<file path="src/rtl/rv_pipe_pkg.sv">
// Shared definitions for the RV64 pipeline: opcodes, ALU codes, the ID/EX control bundle
// and the source-register usage decode.
package rv_pipe_pkg;

    localparam logic [6:0] OP_R      = 7'b0110011;
    localparam logic [6:0] OP_LOAD   = 7'b0000011;
    localparam logic [6:0] OP_IMM    = 7'b0010011;
    localparam logic [6:0] OP_BRANCH = 7'b1100011;
    localparam logic [6:0] OP_STORE  = 7'b0100011;

    typedef enum logic [3:0] {
        ALU_AND  = 4'b0000,
        ALU_OR   = 4'b0001,
        ALU_ADD  = 4'b0010,
        ALU_SLL  = 4'b0011,
        ALU_SRL  = 4'b0100,
        ALU_SRA  = 4'b0101,
        ALU_SUB  = 4'b0110,
        ALU_BGEU = 4'b0111,
        ALU_XOR  = 4'b1001,
        ALU_BEQ  = 4'b1010,
        ALU_BNE  = 4'b1011
    } alu_op_e;

    // Narrow part of the ID/EX register; the XLEN-wide operands live beside it in the top.
    typedef struct packed {
        logic       valid;
        logic [6:0] opcode;
        logic [4:0] rs1;
        logic [4:0] rs2;
        logic [4:0] rd;
        logic [3:0] alu_op;
        logic       alu_src;
        logic       branch;
        logic       memread;
        logic       memwrite;
        logic       memtoreg;
        logic       regwrite;
    } id_ex_ctrl_t;

    localparam id_ex_ctrl_t ID_EX_NOP = '0;

    function automatic logic uses_rs1(input logic [6:0] opcode);
        return (opcode == OP_R) || (opcode == OP_LOAD) || (opcode == OP_IMM) ||
               (opcode == OP_BRANCH) || (opcode == OP_STORE);
    endfunction

    function automatic logic uses_rs2(input logic [6:0] opcode);
        return (opcode == OP_R) || (opcode == OP_BRANCH) || (opcode == OP_STORE);
    endfunction

endpackage

</file>
<file path="src/rtl/load_use_hazard.sv">
// Combinational load-use detector: a load in EX whose destination is a source
// actually read by the instruction in ID forces a one-cycle stall.
module load_use_hazard
    import rv_pipe_pkg::*;
(
    input  logic       ex_valid,
    input  logic       ex_memread,
    input  logic [4:0] ex_rd,
    input  logic       dec_valid,
    input  logic [6:0] dec_opcode,
    input  logic [4:0] dec_rs1,
    input  logic [4:0] dec_rs2,
    output logic       hazard_detected
);

    logic rs1_match;
    logic rs2_match;

    always_comb begin
        rs1_match       = uses_rs1(dec_opcode) && (ex_rd == dec_rs1);
        rs2_match       = uses_rs2(dec_opcode) && (ex_rd == dec_rs2);
        // x0 is never really written, so a load to x0 cannot create a dependency.
        hazard_detected = ex_valid && ex_memread && (ex_rd != 5'd0) && dec_valid &&
                          (rs1_match || rs2_match);
    end

endmodule

</file>
<file path="src/rtl/id_ex_pipe.sv">
// ID/EX pipeline register with load-use bubble insertion, branch squash of the
// wrong-path fetch, and stall/flush/bubble event counters.
module id_ex_pipe
    import rv_pipe_pkg::*;
#(
    parameter int XLEN  = 64,
    parameter int CNT_W = 32
) (
    input  logic             clk,
    input  logic             rst,
    input  logic             dec_valid,
    input  logic [6:0]       dec_opcode,
    input  logic [4:0]       dec_rs1,
    input  logic [4:0]       dec_rs2,
    input  logic [4:0]       dec_rd,
    input  logic [XLEN-1:0]  dec_rs1_val,
    input  logic [XLEN-1:0]  dec_rs2_val,
    input  logic [XLEN-1:0]  dec_imm,
    input  logic [3:0]       dec_alu_op,
    input  logic             dec_alu_src,
    input  logic             dec_branch,
    input  logic             dec_memread,
    input  logic             dec_memwrite,
    input  logic             dec_memtoreg,
    input  logic             dec_regwrite,
    input  logic             dec_flush,
    output logic             hazard_detected,
    output logic             pc_write,
    output logic             if_id_write,
    output logic             if_id_flush,
    output logic             ex_valid,
    output logic [6:0]       ex_opcode,
    output logic [4:0]       ex_rs1,
    output logic [4:0]       ex_rs2,
    output logic [4:0]       ex_rd,
    output logic [XLEN-1:0]  ex_rs1_val,
    output logic [XLEN-1:0]  ex_rs2_val,
    output logic [XLEN-1:0]  ex_imm,
    output logic [3:0]       ex_alu_op,
    output logic             ex_alu_src,
    output logic             ex_branch,
    output logic             ex_memread,
    output logic             ex_memwrite,
    output logic             ex_memtoreg,
    output logic             ex_regwrite,
    output logic [CNT_W-1:0] stall_cnt,
    output logic [CNT_W-1:0] flush_cnt,
    output logic [CNT_W-1:0] bubble_cnt
);

    id_ex_ctrl_t      ctrl_d, ctrl_q;
    logic [XLEN-1:0]  rs1_val_d, rs1_val_q;
    logic [XLEN-1:0]  rs2_val_d, rs2_val_q;
    logic [XLEN-1:0]  imm_d, imm_q;
    logic             squash_d, squash_q;
    logic [CNT_W-1:0] stall_cnt_d, stall_cnt_q;
    logic [CNT_W-1:0] flush_cnt_d, flush_cnt_q;
    logic [CNT_W-1:0] bubble_cnt_d, bubble_cnt_q;
    logic             load_bubble;

    load_use_hazard u_hazard (
        .ex_valid        (ctrl_q.valid),
        .ex_memread      (ctrl_q.memread),
        .ex_rd           (ctrl_q.rd),
        .dec_valid       (dec_valid),
        .dec_opcode      (dec_opcode),
        .dec_rs1         (dec_rs1),
        .dec_rs2         (dec_rs2),
        .hazard_detected (hazard_detected)
    );

    always_comb begin
        pc_write    = ~hazard_detected;
        if_id_write = ~hazard_detected;
        // A stalled branch must not flush: it re-resolves next cycle with forwarded data.
        if_id_flush = dec_valid & dec_branch & dec_flush & ~hazard_detected;
        squash_d    = if_id_flush;
        load_bubble = hazard_detected | squash_q;

        ctrl_d    = ID_EX_NOP;
        rs1_val_d = '0;
        rs2_val_d = '0;
        imm_d     = '0;
        if (!load_bubble) begin
            ctrl_d.valid  = dec_valid;
            ctrl_d.opcode = dec_opcode;
            ctrl_d.rs1    = dec_rs1;
            ctrl_d.rs2    = dec_rs2;
            ctrl_d.rd     = dec_rd;
            ctrl_d.alu_op = dec_alu_op;
            rs1_val_d     = dec_rs1_val;
            rs2_val_d     = dec_rs2_val;
            imm_d         = dec_imm;
            if (dec_valid) begin
                ctrl_d.alu_src  = dec_alu_src;
                ctrl_d.branch   = dec_branch;
                ctrl_d.memread  = dec_memread;
                ctrl_d.memwrite = dec_memwrite;
                ctrl_d.memtoreg = dec_memtoreg;
                ctrl_d.regwrite = dec_regwrite;
            end
        end

        stall_cnt_d  = stall_cnt_q  + {{(CNT_W-1){1'b0}}, hazard_detected};
        flush_cnt_d  = flush_cnt_q  + {{(CNT_W-1){1'b0}}, if_id_flush};
        bubble_cnt_d = bubble_cnt_q + {{(CNT_W-1){1'b0}}, load_bubble};
    end

    always_ff @(posedge clk) begin
        if (rst) begin
            ctrl_q       <= ID_EX_NOP;
            rs1_val_q    <= '0;
            rs2_val_q    <= '0;
            imm_q        <= '0;
            squash_q     <= 1'b0;
            stall_cnt_q  <= '0;
            flush_cnt_q  <= '0;
            bubble_cnt_q <= '0;
        end else begin
            ctrl_q       <= ctrl_d;
            rs1_val_q    <= rs1_val_d;
            rs2_val_q    <= rs2_val_d;
            imm_q        <= imm_d;
            squash_q     <= squash_d;
            stall_cnt_q  <= stall_cnt_d;
            flush_cnt_q  <= flush_cnt_d;
            bubble_cnt_q <= bubble_cnt_d;
        end
    end

    always_comb begin
        ex_valid    = ctrl_q.valid;
        ex_opcode   = ctrl_q.opcode;
        ex_rs1      = ctrl_q.rs1;
        ex_rs2      = ctrl_q.rs2;
        ex_rd       = ctrl_q.rd;
        ex_alu_op   = ctrl_q.alu_op;
        ex_alu_src  = ctrl_q.alu_src;
        ex_branch   = ctrl_q.branch;
        ex_memread  = ctrl_q.memread;
        ex_memwrite = ctrl_q.memwrite;
        ex_memtoreg = ctrl_q.memtoreg;
        ex_regwrite = ctrl_q.regwrite;
        ex_rs1_val  = rs1_val_q;
        ex_rs2_val  = rs2_val_q;
        ex_imm      = imm_q;
        stall_cnt   = stall_cnt_q;
        flush_cnt   = flush_cnt_q;
        bubble_cnt  = bubble_cnt_q;
    end

endmodule

</file>
<file path="config.mk">
export PLATFORM = sky130hd
export DESIGN_NAME = id_ex_pipe
export DESIGN_NICKNAME = d
export VERILOG_FILES = /design/src/rtl/rv_pipe_pkg.sv /design/src/rtl/load_use_hazard.sv /design/src/rtl/id_ex_pipe.sv
export SDC_FILE = /design/constraint.sdc
export NUM_CORES = 1
export LEC_CHECK = 0
export CAP_MARGIN = 20
export CORE_AREA = 2 2 214 216
export CTS_CLUSTER_SIZE = 40
export DETAILED_ROUTE_END_ITERATION = 8
export DIE_AREA = 0 0 216 218
export GPL_ROUTABILITY_DRIVEN = 0
export PLACE_DENSITY = 0.64
export SLEW_MARGIN = 20
export SYNTH_ARGS = -nofsm -noshare
export SYNTH_HDL_FRONTEND = slang
export SYNTH_SLANG_ARGS = --single-unit
</file>
<file path="constraint.sdc">
create_clock -name clk -period 5.5 [get_ports clk]
set_clock_uncertainty 0.05 [all_clocks]
set_input_delay 1.375 -clock clk [delete_from_list [all_inputs] [get_ports clk]]
set_output_delay 1.375 -clock clk [all_outputs]
set_load 0.01 [all_outputs]
</file>
[Yosys cells after proc, flatten, opt, wreduce, memory -nomap -nowiden]
Index checks and enable logic that the tools add are counted.
W data, S select, Z words.
Storage, ports and cells
  register bits: 322
  bits in latches: 0
  bits in writable memories: 0
  memory bits (read-only): 0
  input port bits: 228
  output and inout bits: 325
  logic and storage cells: 51
  memories kept: 0
Operators by class
  add/sub/neg operators: 3
  multipliers: 0
  divide/modulo/power cells: 0
  order comparisons: 0
  eq/ne operators: 7
  shifts and indexed selects: 0
  multiplexer cells: 0
  bitwise logic cells: 6
  reductions and logical operators: 16
Operator list (count)
  $add A32 B1 Y32: 3
  $eq A7 B6 Y1 const B: 2
  $eq A5 B5 Y1: 2
  $eq A7 B2 Y1 const B: 1
  $eq A7 B5 Y1 const B: 1
  $eq A7 B7 Y1 const B: 1
  $logic_or A1 B1 Y1: 7
  $logic_and A1 B1 Y1: 6
  $reduce_bool A5 Y1: 1
  $and A1 B1 Y1: 3
  $reduce_or A3 Y1: 1
  $not A1 Y1: 2
  $reduce_or A2 Y1: 1
  $or A1 B1 Y1: 1

[Logic depth before layout (Yosys ltp)]
Gate-level depths: netlist of run 1.
  word-level depth: 11
  depth in mapped cells: 12
  mapped depth without buffers: 10

[Cells and area by module]
A second synthesis of run 1 with hierarchy kept.
Second synthesis, totals
  cells, all modules: 989
  area total of the unflattened synthesis: 10431.3 um^2
Modules (own cells, without submodules)
  id_ex_pipe: times used 1, cells each 966, area an instance 10268.6 um^2, sequential area each 6446.2 um^2
  load_use_hazard: times used 1, cells each 23, area an instance 162.7 um^2, sequential area each 0.0 um^2

[Least setup slack after synthesis of run 1]
No wires, ideal clock.
  path kind: input to register
  start point: input port dec_rs1[3]
  end point: register flush_cnt_q[16] (netlist: flush_cnt[16])
  setup time: 0.121 ns
  data arrival time: 4.079 ns
  data required time: 5.329 ns
  slack: 1.250 ns
  stages: 12
  path buffers: 2
  cell sequence: xor2_1 nor4_1 o2bb2ai_1 clkbuf_1 clkbuf_1 a21oi_1 ha_1 ha_1 nand3_1 or4_1 nor3_1 mux2_2
On the way
  cells in the longest elaborated chain, start to end: 7
Ends and longest elaborated chain
  start: declaration: RTL line id_ex_pipe.sv:13  | input logic [4:0] dec_rs1,
  $eq A5 B5 Y1: RTL line load_use_hazard.sv:20  | rs1_match = uses_rs1(dec_opcode) && (ex_rd == dec_rs1);
  $logic_and A1 B1 Y1: RTL line load_use_hazard.sv:20
  $logic_or A1 B1 Y1: RTL line load_use_hazard.sv:24  | (rs1_match || rs2_match);
  $logic_and A1 B1 Y1: RTL line load_use_hazard.sv:23  | hazard_detected = ex_valid && ex_memread && (ex_rd != 5'd0) && dec_valid &&
  $not A1 Y1: RTL line id_ex_pipe.sv:76  | if_id_flush = dec_valid & dec_branch & dec_flush & ~hazard_detected;
  $and A1 B1 Y1: RTL line id_ex_pipe.sv:76
  named net if_id_flush: RTL line id_ex_pipe.sv:30  | output logic if_id_flush,
  $add A32 B1 Y32: RTL line id_ex_pipe.sv:105  | flush_cnt_d = flush_cnt_q + {{(CNT_W-1){1'b0}}, if_id_flush};
  end signal: assignment: RTL line id_ex_pipe.sv:126  | flush_cnt_q <= flush_cnt_d;
  end: declaration: RTL line id_ex_pipe.sv:57  | logic [CNT_W-1:0] flush_cnt_d, flush_cnt_q;
The timed path passes the listed nets, and every way through them passes these cells.
A chain may end at the register's enable or synchronous reset.

[Final worst setup path of run 1]
  start point: input port dec_rs1[3]
  end point: output port if_id_flush
On the way
  cells in the longest elaborated chain, start to end: 6
Ends and longest elaborated chain (RTL line)
  $eq A5 B5 Y1: load_use_hazard.sv:20
  $logic_and A1 B1 Y1: load_use_hazard.sv:20
  $logic_or A1 B1 Y1: load_use_hazard.sv:24
  $logic_and A1 B1 Y1: load_use_hazard.sv:23
  $not A1 Y1: id_ex_pipe.sv:76
  $and A1 B1 Y1: id_ex_pipe.sv:76
  end: declaration: id_ex_pipe.sv:30
No other way between the ends.

==> reports/metrics.cfg, run 1 <==
[clocking]
cts_setup_buffers = 0
clock_latency_ps = 540
cts_root_buffer = clkbuf_16
htreeDepth = 2
tritoncts = done
cts_hold_buf = 0
clk_path_buf_depth = 3
cts-resized-gates = 0
path_clk_slew_ps = 50
numCtsBuffers = 37
cts_num_sinks = 322

[setup_path]
slowest_stage = clkdlybuf4s50_1
cp_num_buf_inv = 4
crit_path_cell_trace = clkdlybuf4s50_1 -> xor2_1 -> nor4_1 -> buf_4 -> o2bb2ai_4 -> buf_4 -> a21oi_1 -> clkdlybuf4s50_1
critPathCaptureType = primary output
crit_type = input pin to primary output
required_ps = 4070
slowest_delay_ps = 490
cp_max_fo = 15
start_kind = input pin
cp_top_family = buffers and inverters
worstPathArrival_ps = 3640

[die]
dieHeight_um = 218
initial_utilization = 0.254
rows = 78
core-area_um2 = 44900
ios = 553
die_area_um2 = 47100
chipWidth_um = 216

[yosys]
synth_xor_xnor_area_share = 0.0345
synth_compound_area_frac = 0.150
syn_area_um2 = 11400
yosysSeqAreaShare = 0.564
syn_inst = 1292
synthMuxAreaShare = 0.00493
synth-seq-cells = 322
yosys.area_share.simple = 0.199
syn_nets = 1526
ys_warn_count = 0
synth_top_family_by_area = simple AND/OR/NAND/NOR gates
syn_avg_cell_area_um2 = 8.84
synth_fa_ha_area_frac = 0.00657
synth.distinct_cells = 39

[timing]
final_hold_viol_count = 0
max_freq_mhz = 197
rsz0062_at_grt = false
maxSlewViolCount = 0
whs_ps = 440
setup_tns_ps = 0
tightest_slew_ps = 1400
maxSlewHeadroom = 0.0642
finalCriticalPeriod_ps = 5070
period_share = 0.921
setup_viol_count_final = 0

[global_routing]
grt_overflow = 0
grt_usage = 0.170
grt_max_degree = 218
grt_pass1_wl_um = 63000
grt_antenna_before_repair = 5
grt_pass1_vias = 11000

[drt]
post_drt_wl_per_cell_um = 17.5
drt_pre_antenna_iters = 5
drt-vias-per-instance = 4.67
detail-route-antenna-nets = 0
post-route-drc-count = 0
num_vias = 11300
drt-initial-drc-count = 691
routed_wl_um = 42300

[power]
power_leakage_nw = 6.95
power_density_nw_per_um2 = 295
ir_worst_vdd_mv = 0.235

[hold_path]
holdCritPathClass = flip-flop to flip-flop

[final_layout]
area_growth_pct = 63.8
multi_input_area_um2 = 4550
mostFrequentLayoutCell = clkdlybuf4s50_1
register_area_um2 = 6450
fill_cells = 4440
fin_nets = 2032
drive_above_1_share = 0.0482
most-common-layout-cells = 551 x clkdlybuf4s50_1, 322 x dfxtp_1, 275 x a21oi_1

[placement]
io_buffers = 552
dp_hpwl_um = 30300

[run_status]
status = complete, no violations

[run]
maxCapViolations = 0

## stage by stage
step	util	setup slack [ps]	total power, mW	cell area (µm²)	instances
final	0.417	434	5.51	18700	2425
after CTS	0.417	425	5.60	18700	2424
after global routing	0.417	372	5.73	18700	2425
after detailed placement	0.390	428	3.11	17500	2359
after global placement	0.390	415	3.10	17500	2359
after floorplan	-	1250	2.68	11400	1292
## cells in the mapped netlist
cell,count,share of area
a211oi_1,1,0.00066
a21o_1,1,0.00066
a21oi_1,275,0.12
and2_1,6,0.0033
and3_1,9,0.0049
and4_1,8,0.0061
buf_1,1,0.00033
buf_2,1,0.00044
buf_4,1,0.00066
buf_6,3,0.0030
clkbuf_1,91,0.030
clkbuf_2,1,0.00044
dfxtp_1,322,0.56
dlygate4sd1_1,1,0.00077
ha_1,6,0.0066
inv_1,13,0.0043
mux2_2,5,0.0049
nand2_1,248,0.082
nand2b_1,1,0.00055
nand3_1,35,0.015
nand3_2,1,0.00088
nand3b_1,6,0.0039
nand4_1,26,0.014
nand4_2,1,0.0011
nor2_1,44,0.014
nor2b_1,11,0.0060
nor3_1,8,0.0035
nor4_1,5,0.0027
o21ai_0,21,0.0092
o2bb2ai_1,1,0.00077
o31ai_1,27,0.018
o41ai_1,1,0.00077
or2_2,3,0.0016
or3_1,26,0.014
or3_2,1,0.00066
or4_1,34,0.022
or4_4,2,0.0020
xnor2_1,18,0.014
xor2_1,27,0.021
## state kept, by name, summed over array words and instances (netlist names)
register / flops
ex_rs2_val: 64
ex_rs1: 5
stall_cnt: 32
ex_memread: 1
ex_valid: 1
ex_rs2: 5
ex_regwrite: 1
bubble_cnt: 32
ex_imm: 64
ex_opcode: 7
squash_q: 1
ex_rd: 5
ex_branch: 1
ex_alu_src: 1
ex_rs1_val: 64
ex_memwrite: 1
ex_alu_op: 4
flush_cnt: 32
ex_memtoreg: 1
## cells by family (layout without fill, tap and decap cells)
family                   after synthesis  after routing
flip-flops                           322            322
AND/OR/NAND/NOR                      475            475
adder cells (fa/ha/maj)                6              6
buffers and inverters                112            644
other                                  0              1
multiplexers                           5              5
XOR/XNOR                              45             45
AO/OA/AOI/OAI                        327            327
## worst paths after layout
kind,start,end,slack (ps),cells past startpoint
min,stall_cnt[31],stall_cnt[31],440,2
min reg2reg,stall_cnt[31],stall_cnt[31],440,2
max reg2reg,ex_rd[2],flush_cnt[16],1720,11
max,dec_rs1[3],if_id_flush,430,8
## cell type report
class | instances | share of cell area
diodes | 1 | 0.000134
repair buffers | 566 | 0.304
clock inverters | 8 | 0.00401
multi-input cells | 858 | 0.243
well taps | 600 | 0.0401
clock buffers | 57 | 0.0611
flip-flops and latches | 322 | 0.345
inverters | 13 | 0.00261
## tightest hold or removal path: cells and delay by family (launching register included)
kind	cells	cell delay (ps)
AO/OA/AOI/OAI	2	130
flip-flops	1	320
## per-layer routing
metal	wire [µm]	track usage	share of wire
met1	16100	0.187	0.38
met2	21400	0.299	0.50
met3	3590	0.0597	0.085
met4	1300	0.0710	0.031
met5	27	0	0.00064
## report_power, final
part,internal (mW),total [mW],switching (mW)
registers,2.43,2.46,0.0299
logic,0.345,0.593,0.248
clock network,1.48,2.46,0.986
Power figures use the tool's default switching activity.
==> run 2, diff against run 1 <==
Settings changed: CAP_MARGIN 20 to 0.
==> results of run 2 <==
Final layout, timing and power as in run 1 (identical DEF).
